===== src/rtl/flappy_pkg.sv =====
// Shared geometry, coordinate type and FSM encoding
// for the bird physics, pipe field and renderer stages.
package flappy_pkg;

  localparam int COORD_W = 10;

  localparam int DEF_SCROLL_STEP  = 2;
  localparam int DEF_SCREEN_W     = 640;
  localparam int DEF_PIPE_SPACING = 320;
  localparam int DEF_PIPE_W       = 60;
  localparam int DEF_GAP_H        = 160;
  localparam int DEF_GAP_MIN      = 120;
  localparam int DEF_BIRD_SIZE    = 20;
  localparam int DEF_CEIL_Y       = 600;

  typedef logic [COORD_W-1:0] coord_t;

  typedef enum logic [2:0] {
    S_IDLE = 3'b001,
    S_RUN  = 3'b010,
    S_LOST = 3'b100
  } state_e;

  function automatic logic [7:0] rotl4(
    input logic [7:0] v
  );
    return {v[3:0], v[7:4]};
  endfunction

endpackage


===== src/rtl/lfsr8.sv =====
// 8-bit Galois LFSR, x^8+x^6+x^5+x^4+1,
// free-running every cycle after reset.
module lfsr8 #(
  parameter logic [7:0] SEED = 8'hA5
) (
  input  logic       Clk,
  input  logic       Reset,
  output logic [7:0] q
);

  logic [7:0] q_q;
  logic [7:0] q_d;

  always_comb begin
    q_d = {1'b0, q_q[7:1]};
    if (q_q[0]) q_d = q_d ^ 8'hB8;
  end

  always_ff @(posedge Clk) begin
    if (Reset) q_q <= SEED;
    else       q_q <= q_d;
  end

  assign q = q_q;

endmodule


===== src/rtl/pipe_field_ctrl.sv =====
// Scrolling pipe pair: tick divider, respawn,
// scoring and collision detection feeding the game FSM.
module pipe_field_ctrl
  import flappy_pkg::*;
#(
  parameter int TICK_DIV     = 500000,
  parameter int SCROLL_STEP  = DEF_SCROLL_STEP,
  parameter int SCREEN_W     = DEF_SCREEN_W,
  parameter int PIPE_SPACING = DEF_PIPE_SPACING,
  parameter int PIPE_W       = DEF_PIPE_W,
  parameter int GAP_H        = DEF_GAP_H,
  parameter int GAP_MIN      = DEF_GAP_MIN,
  parameter int BIRD_SIZE    = DEF_BIRD_SIZE,
  parameter int CEIL_Y       = DEF_CEIL_Y
) (
  input  logic               Clk,
  input  logic               Reset,
  input  logic               Start,
  input  logic               Ack,
  input  logic [COORD_W-1:0] YBird,
  input  logic [COORD_W-1:0] XBird,
  output logic [COORD_W-1:0] Pipe0X,
  output logic [COORD_W-1:0] Pipe0GapY,
  output logic [COORD_W-1:0] Pipe1X,
  output logic [COORD_W-1:0] Pipe1GapY,
  output logic [7:0]         Score,
  output logic               Running,
  output logic               Lost
);

  localparam int CNT_W = $clog2(TICK_DIV + 1);

  localparam coord_t X0   = coord_t'(SCREEN_W);
  localparam coord_t X1   = coord_t'(SCREEN_W + PIPE_SPACING);
  localparam coord_t GAP0 = coord_t'(GAP_MIN + 128);
  localparam coord_t RESP = coord_t'(2 * PIPE_SPACING - SCROLL_STEP);
  localparam coord_t STEP = coord_t'(SCROLL_STEP);

  state_e           state_q;
  logic [CNT_W-1:0] cnt_q;
  coord_t           px_q  [2];
  coord_t           gap_q [2];
  logic [1:0]       pass_q;
  logic [7:0]       score_q;
  logic [7:0]       lfsr;

  logic        tick, hit, reload, adv;
  logic [1:0]  ovl, phit, clr, resp;
  logic [10:0] yb_top, xb_r;
  logic [10:0] px_r  [2];
  logic [10:0] gap_t [2];
  coord_t      gap_new [2];
  logic [8:0]  score_sum;
  logic [7:0]  score_d;

  lfsr8 #(.SEED(8'hA5)) u_lfsr (
    .Clk   (Clk),
    .Reset (Reset),
    .q     (lfsr)
  );

  // All sums are 11 bits so edges near 1023 cannot wrap.
  always_comb begin
    tick   = cnt_q == CNT_W'(TICK_DIV - 1);
    yb_top = {1'b0, YBird} + 11'(BIRD_SIZE);
    xb_r   = {1'b0, XBird} + 11'(BIRD_SIZE);
    for (int i = 0; i < 2; i++) begin
      px_r[i]  = {1'b0, px_q[i]} + 11'(PIPE_W);
      gap_t[i] = {1'b0, gap_q[i]} + 11'(GAP_H);
      ovl[i]   = ({1'b0, XBird} < px_r[i])
               && ({1'b0, px_q[i]} < xb_r);
      phit[i]  = ovl[i] && ((YBird < gap_q[i])
               || (yb_top > gap_t[i]));
      clr[i]   = (px_r[i] < {1'b0, XBird})
               && !pass_q[i];
      resp[i]  = tick && (px_q[i] < STEP);
    end
    hit = (YBird == '0)
        || (yb_top >= 11'(CEIL_Y))
        || (|phit);
    gap_new[0] = coord_t'(GAP_MIN) + coord_t'(lfsr);
    gap_new[1] = coord_t'(GAP_MIN)
               + coord_t'(resp[0] ? rotl4(lfsr) : lfsr);
    score_sum  = {1'b0, score_q} + 9'(clr[0]) + 9'(clr[1]);
    score_d    = score_sum[8] ? 8'hFF : score_sum[7:0];
    reload     = (state_q == S_IDLE)
               || ((state_q == S_LOST) && Ack);
    adv        = (state_q == S_RUN) && !hit;
  end

  always_ff @(posedge Clk) begin
    if (Reset) begin
      state_q <= S_IDLE;
    end else begin
      unique case (state_q)
        S_IDLE:  if (Start) state_q <= S_RUN;
        S_RUN:   if (hit)   state_q <= S_LOST;
        S_LOST:  if (Ack)   state_q <= S_IDLE;
        default: state_q <= S_IDLE;
      endcase
    end
  end

  always_ff @(posedge Clk) begin
    if (Reset || reload) begin
      cnt_q    <= '0;
      px_q[0]  <= X0;
      px_q[1]  <= X1;
      gap_q[0] <= GAP0;
      gap_q[1] <= GAP0;
      pass_q   <= '0;
      score_q  <= '0;
    end else if (adv) begin
      cnt_q   <= tick ? '0 : cnt_q + CNT_W'(1);
      score_q <= score_d;
      for (int i = 0; i < 2; i++) begin
        if (resp[i]) begin
          px_q[i]   <= px_q[i] + RESP;
          gap_q[i]  <= gap_new[i];
          pass_q[i] <= 1'b0;
        end else begin
          if (tick)   px_q[i]   <= px_q[i] - STEP;
          if (clr[i]) pass_q[i] <= 1'b1;
        end
      end
    end
  end

  assign Pipe0X    = px_q[0];
  assign Pipe0GapY = gap_q[0];
  assign Pipe1X    = px_q[1];
  assign Pipe1GapY = gap_q[1];
  assign Score     = score_q;
  assign Running   = state_q == S_RUN;
  assign Lost      = state_q == S_LOST;

endmodule

===== config.mk =====
export PLATFORM = sky130hd
export DESIGN_NAME = pipe_field_ctrl
export DESIGN_NICKNAME = d
export VERILOG_FILES = /design/src/rtl/flappy_pkg.sv /design/src/rtl/lfsr8.sv /design/src/rtl/pipe_field_ctrl.sv
export SDC_FILE = /design/constraint.sdc
export NUM_CORES = 1
export LEC_CHECK = 0
export BUFFER_PORTS_ARGS = -buffer_cell sky130_fd_sc_hd__buf_2
export CAP_MARGIN = 0
export CORE_ASPECT_RATIO = 1.25
export CORE_UTILIZATION = 60
export CTS_CLUSTER_SIZE = 16
export DETAILED_ROUTE_END_ITERATION = 7
export PLACE_DENSITY_LB_ADDON = 0.05
export RECOVER_POWER = 50
export REMOVE_ABC_BUFFERS = 1
export SLEW_MARGIN = 0
export SYNTH_ARGS = -nofsm -noshare
export SYNTH_HDL_FRONTEND = slang
export SYNTH_SLANG_ARGS = --single-unit

===== constraint.sdc =====
create_clock -name Clk -period 4.8 [get_ports Clk]
set_input_delay 0.48 -clock Clk [delete_from_list [all_inputs] [get_ports Clk]]
set_output_delay 0.48 -clock Clk [all_outputs]
set_load 0.03 [all_outputs]

After elaboration in Yosys (flattened, before gate mapping). Memory sizes are Yosys's and may differ from the RTL's. Cells that the tools add are included.

Flip-flop bits (word level): 40. Bits in writable memories: 38. Bits of input ports: 24. Output and inout port bits: 50. Word-level logic and storage cells: 113. Memories kept: 2.

Add/sub/neg operators: 15. $lt $le $gt $ge: 13. Equality and inequality tests: 7. Muxes and demuxes: 37. Bitwise logic cells: 7. Reductions and logical operators: 26.

Memories: px_q (words 2, width 10, rd ports 2, clocked after memory_dff 0, wr ports 2, line pipe_field_ctrl.sv:41) `coord_t px_q [2];`; gap_q (words 2, width 9, rd ports 2, clocked after memory_dff 0, wr ports 2, line pipe_field_ctrl.sv:42) `coord_t gap_q [2];`.

Operator list (number): < comparator 10 x 11 -> 1 bit (4); 2-to-1 mux 10 bit (4); 2-to-1 mux 8 bit (3); 2-to-1 mux 1 bit (23); adder 10 x 5 -> 11 bit (second input constant) (2); adder 10 x 6 -> 11 bit (second input constant) (2); adder 10 x 8 -> 11 bit (second input constant) (2); > comparator 11 bit (2); < comparator 11 x 10 -> 1 bit (2); adder 10 bit (second input constant) (2); < comparator 10 bit (2); < comparator 10 x 2 -> 1 bit (second input constant) (2); subtractor 10 x 2 -> 10 bit (second input constant) (2); adder 19 x 1 -> 19 bit (second input constant) (1); equality test 19 bit (second input constant) (1); 2-to-1 mux 19 bit (1); adder 7 x 8 -> 9 bit (first input constant) (2); 2-to-1 mux 9 bit (2); >= comparator 11 x 10 -> 1 bit (second input constant) (1); logical AND 1 bit (10); zero test 10 bit (1); adder 8 x 1 -> 9 bit (1); adder 9 x 1 -> 9 bit (1); 2-to-1 mux 3 bit (3); other kinds (14) (29).

Longest topological paths before layout. An unclocked memory read counts as a cell.

Depth after elaboration: 14. Mapped depth: 17. Depth with buffers taken out: 17.

Cells and area by module. Synthesis repeated with hierarchy kept, for this count alone.

Cells, all modules: 753. Area total of the unflattened synthesis: 6548.8 um^2.

By module, submodules not included: pipe_field_ctrl (times used 1, cells an instance 729, area an instance 6279.8 um^2, seq. area each 1721.7 um^2); lfsr8 (times used 1, cells an instance 24, area an instance 269.0 um^2, seq. area each 160.2 um^2).

Worst setup path before layout. No wires, ideal clock.

Path type: register to register. Start point: memory px_q[0][2] (netlist bit). End point: memory gap_q[0][0] (netlist bit), enable pin. Setup time: 0.387 ns. Arrival: 3.669 ns. Required time: 4.413 ns. Setup slack: 0.744 ns. Stages on the path, launching flop included: 14. Cell sequence: edfxtp_1 inv_1 ha_1 nor3b_2 nor2_1 xor2_1 ha_1 a21o_1 a211oi_1 a211oi_1 a31oi_4 buf_4 nand2_1 o21ai_0.

RTL lines (line): start, declared (pipe_field_ctrl.sv:41); end, declared (pipe_field_ctrl.sv:42).

==> results.cfg <==
[route]
drc = 0
routed-via-count = 5766
avgViaCountPerCell = 6.213
wirelength_um = 15690
antenna_left = 0
drt_iter0_drc = 262
first_pass_iters = 4
wl_per_cell_um = 16.91

[run]
drv_cap = 0

[yosys]
synth_cells = 737
synthTopCellsByArea = edfxtp_1, ha_1, dfxtp_1
synth_edf_count = 36
synthTopCellsByCount = ha_1, inv_1, nand2_1
synth_ff_type = dfxtp_1
yosysSeqAreaShare_pct = 29.02
ys_async_sr_fraction_pct = 0
avgSynthCellArea_sq_um = 8.797
yosys_warnings = 0
yosysMostFrequentCell = ha_1
syn_area_sq_um = 6484
synth_top_area_share_pct = 16.67
yosysTopAreaCell = edfxtp_1
synth-seq-cells = 76
yosysUniqueCellTypes = 80

[die]
ioPinCount = 74
rows = 42
core_area_sq_um = 10560
die_y_um = 118.2
dieArea_sq_um = 11230
initial_core_util_pct = 61.38
die_w_um = 94.98

[sta]
worst_pin_slew_ns = 1.290
rsz0062_at_grt = no
hold_viol = 0
period_minus_slack_ns = 4.253
setup_tns_ns = 0
max_slew_margin_pct = 13.76
max_freq_ghz = 0.2351
maxSlewViolCount = 0
clock_skew_ns = 0.01254
fin_crit_sh_pct = 88.60
setup_viol = 0

[critical_path]
crit_type = flip-flop to flip-flop
crit_required_ns = 4.85
path_buf_inv = 0
path_common_cell = a21oi_1
worstPathArrival_ns = 4.30
cp_top_family = simple AND/OR/NAND/NOR gates
slowest_stage = nor4b_2
cp-start-kind = flip-flop
critPathMaxFanout = 15
path_cells = or4_1 > nand4_1 > xnor2_1 > ha_1 > nand3_1 > nor3_1 > a21oi_1 > a21oi_1 > nor4b_2 > nor2_2 > a21o_1
critPathCaptureType = flip-flop
slowest_delay_ns = 1.10

[global_route]
grt_max_degree = 26
antenna_found_initial = 0
grt_usage_pct = 28.57
grt_pass1_wl_um = 25140
grt_pass1_vias = 5466
grt_overflow = 0

[cts]
cts.clk_slew.worst_paths_ns = 0.06
clockBufferDepth = 2
insertion_delay_ns = 0.34
cts.sinks = 76
hold_buffers = 0
post_cts_resized = 0
cts_tree = done
cts_inserted_buffers = 9
root_buffer = clkbuf_16
h-tree-depth = 3
post_cts_buffers = 0

[power]
pwr-share-comb_pct = 25.0
sw_frac_of_total_pct = 32.35
pwr-share-seq_pct = 40.5
leakage_nw = 2.878
p_clk_share_pct = 34.5
vdd_drop_max_mv = 0.1734
p_per_area_nw_per_um2 = 256.3
p_switching_mw = 0.5838
p_int_mw = 1.221

[run_status]
status = complete, no violations

[place]
portBuffers = 69
placed_area_sq_um = 6852
dp_hpwl_um = 12020
gp_congestion = 0.8869

[min_path]
holdCritPathClass = input port to flip-flop

[final_layout]
final_area_sq_um = 7041
fillers = 912
drive_gt1_share_pct = 9.673
fin_util_pct = 66.65
area_delta_synth_final_pct = 8.587
final-seq-area_sq_um = 1882
layout.nets = 896
antenna_cells = 0
multiInputGateArea_sq_um = 4179
==> cells in the final DEF (no fill, tap or decap), types with 8 or more instances in the layout <==
cell type   n
ha_1       80
inv_1      58
nand2_1    51
clkbuf_1   48
a21oi_1    46
nor2_1     44
dfxtp_1    40
edfxtp_1   36
nand3_1    33
o21ai_0    29
xnor2_1    28
nor3_1     26
buf_2      23
and3_1     20
xor2_1     18
nand4_1    14
a211oi_1   14
nor2b_1    10
o31ai_1     9
a31oi_1     9
a311oi_1    9
clkbuf_16   9
or3_1       8
==> cell families after synthesis <==
| kind of cell | after synthesis | synth area share, % |
|---|---|---|
| flip-flops | 76 | 29.02 |
| XOR/XNOR | 47 | 6.465 |
| AND/OR/NAND/NOR | 259 | 22.33 |
| AO/OA/AOI/OAI | 170 | 18.33 |
| multiplexers | 8 | 1.312 |
| adder cells (fa/ha/maj) | 83 | 16.06 |
| other | 1 | 0.05784 |
| buffers and inverters | 93 | 6.426 |
==> tightest hold or removal path, stage by stage <==
cell and delay, ns:
buf_2 0.11, or3_1 0.11, a21oi_1 0.05
==> registers in the layout (all words and copies together) (netlist names) <==
signal,cells
cnt_q,19
gap_q,18
px_q,18
Score,8
u_lfsr.q,8
state_q,3
pass_q,2
==> power groups by stage <==
stage,Clock (mW),Sequential (mW),Combinational (mW)
floorplan,0,0.760,0.310
global placement,0,0.743,0.438
detailed placement,0,0.744,0.451
CTS,0.634,0.730,0.455
global route,0.658,0.734,0.504
finish,0.623,0.731,0.451
==> layer usage <==
| metal | GRT usage [%] | part of all wire (%) | up-vias |
|---|---|---|---|
| met5 | 0 | 0 | - |
| li1 | - | - | 2825 |
| met4 | 13.16 | 3.1 | 0 |
| met2 | 48.34 | 50 | 177 |
| met1 | 35.31 | 43 | 2723 |
| met3 | 3.925 | 4.4 | 41 |
==> stage by stage <==
step | hold slack (ns) | instances | power (mW) | setup WS [ns]
after floorplan | 0.4620 | 705 | 1.070 | 0.2505
after global placement | 0.4869 | 912 | 1.181 | 0.7311
after detailed placement | 0.4947 | 912 | 1.195 | 0.6408
after CTS | 0.4482 | 928 | 1.819 | 0.6297
after global routing | 0.4756 | 928 | 1.895 | 0.1824
final | 0.4549 | 928 | 1.804 | 0.5474
==> cell type report <==
class / count / area share [%]
clock buffers: 10 / 3.252
clock inverters: 6 / 0.5509
inverters: 58 / 3.092
multi-input cells: 571 / 59.36
flip-flops and latches: 76 / 26.73
well taps: 132 / 2.346
repair buffers: 75 / 4.674
==> worst paths after layout <==
kind	startpoint	end	slack [ns]	cells past startpoint
setup / recovery	px_q[1][3]	gap_q[0][10]	0.55	11
hold / removal	Ack	state_q[2]	0.45	3
setup reg to reg	px_q[1][3]	gap_q[0][10]	0.55	11
hold reg to reg	cnt_q[1]	cnt_q[1]	0.51	2
Note: power is estimated with default switching activity, not from simulation.
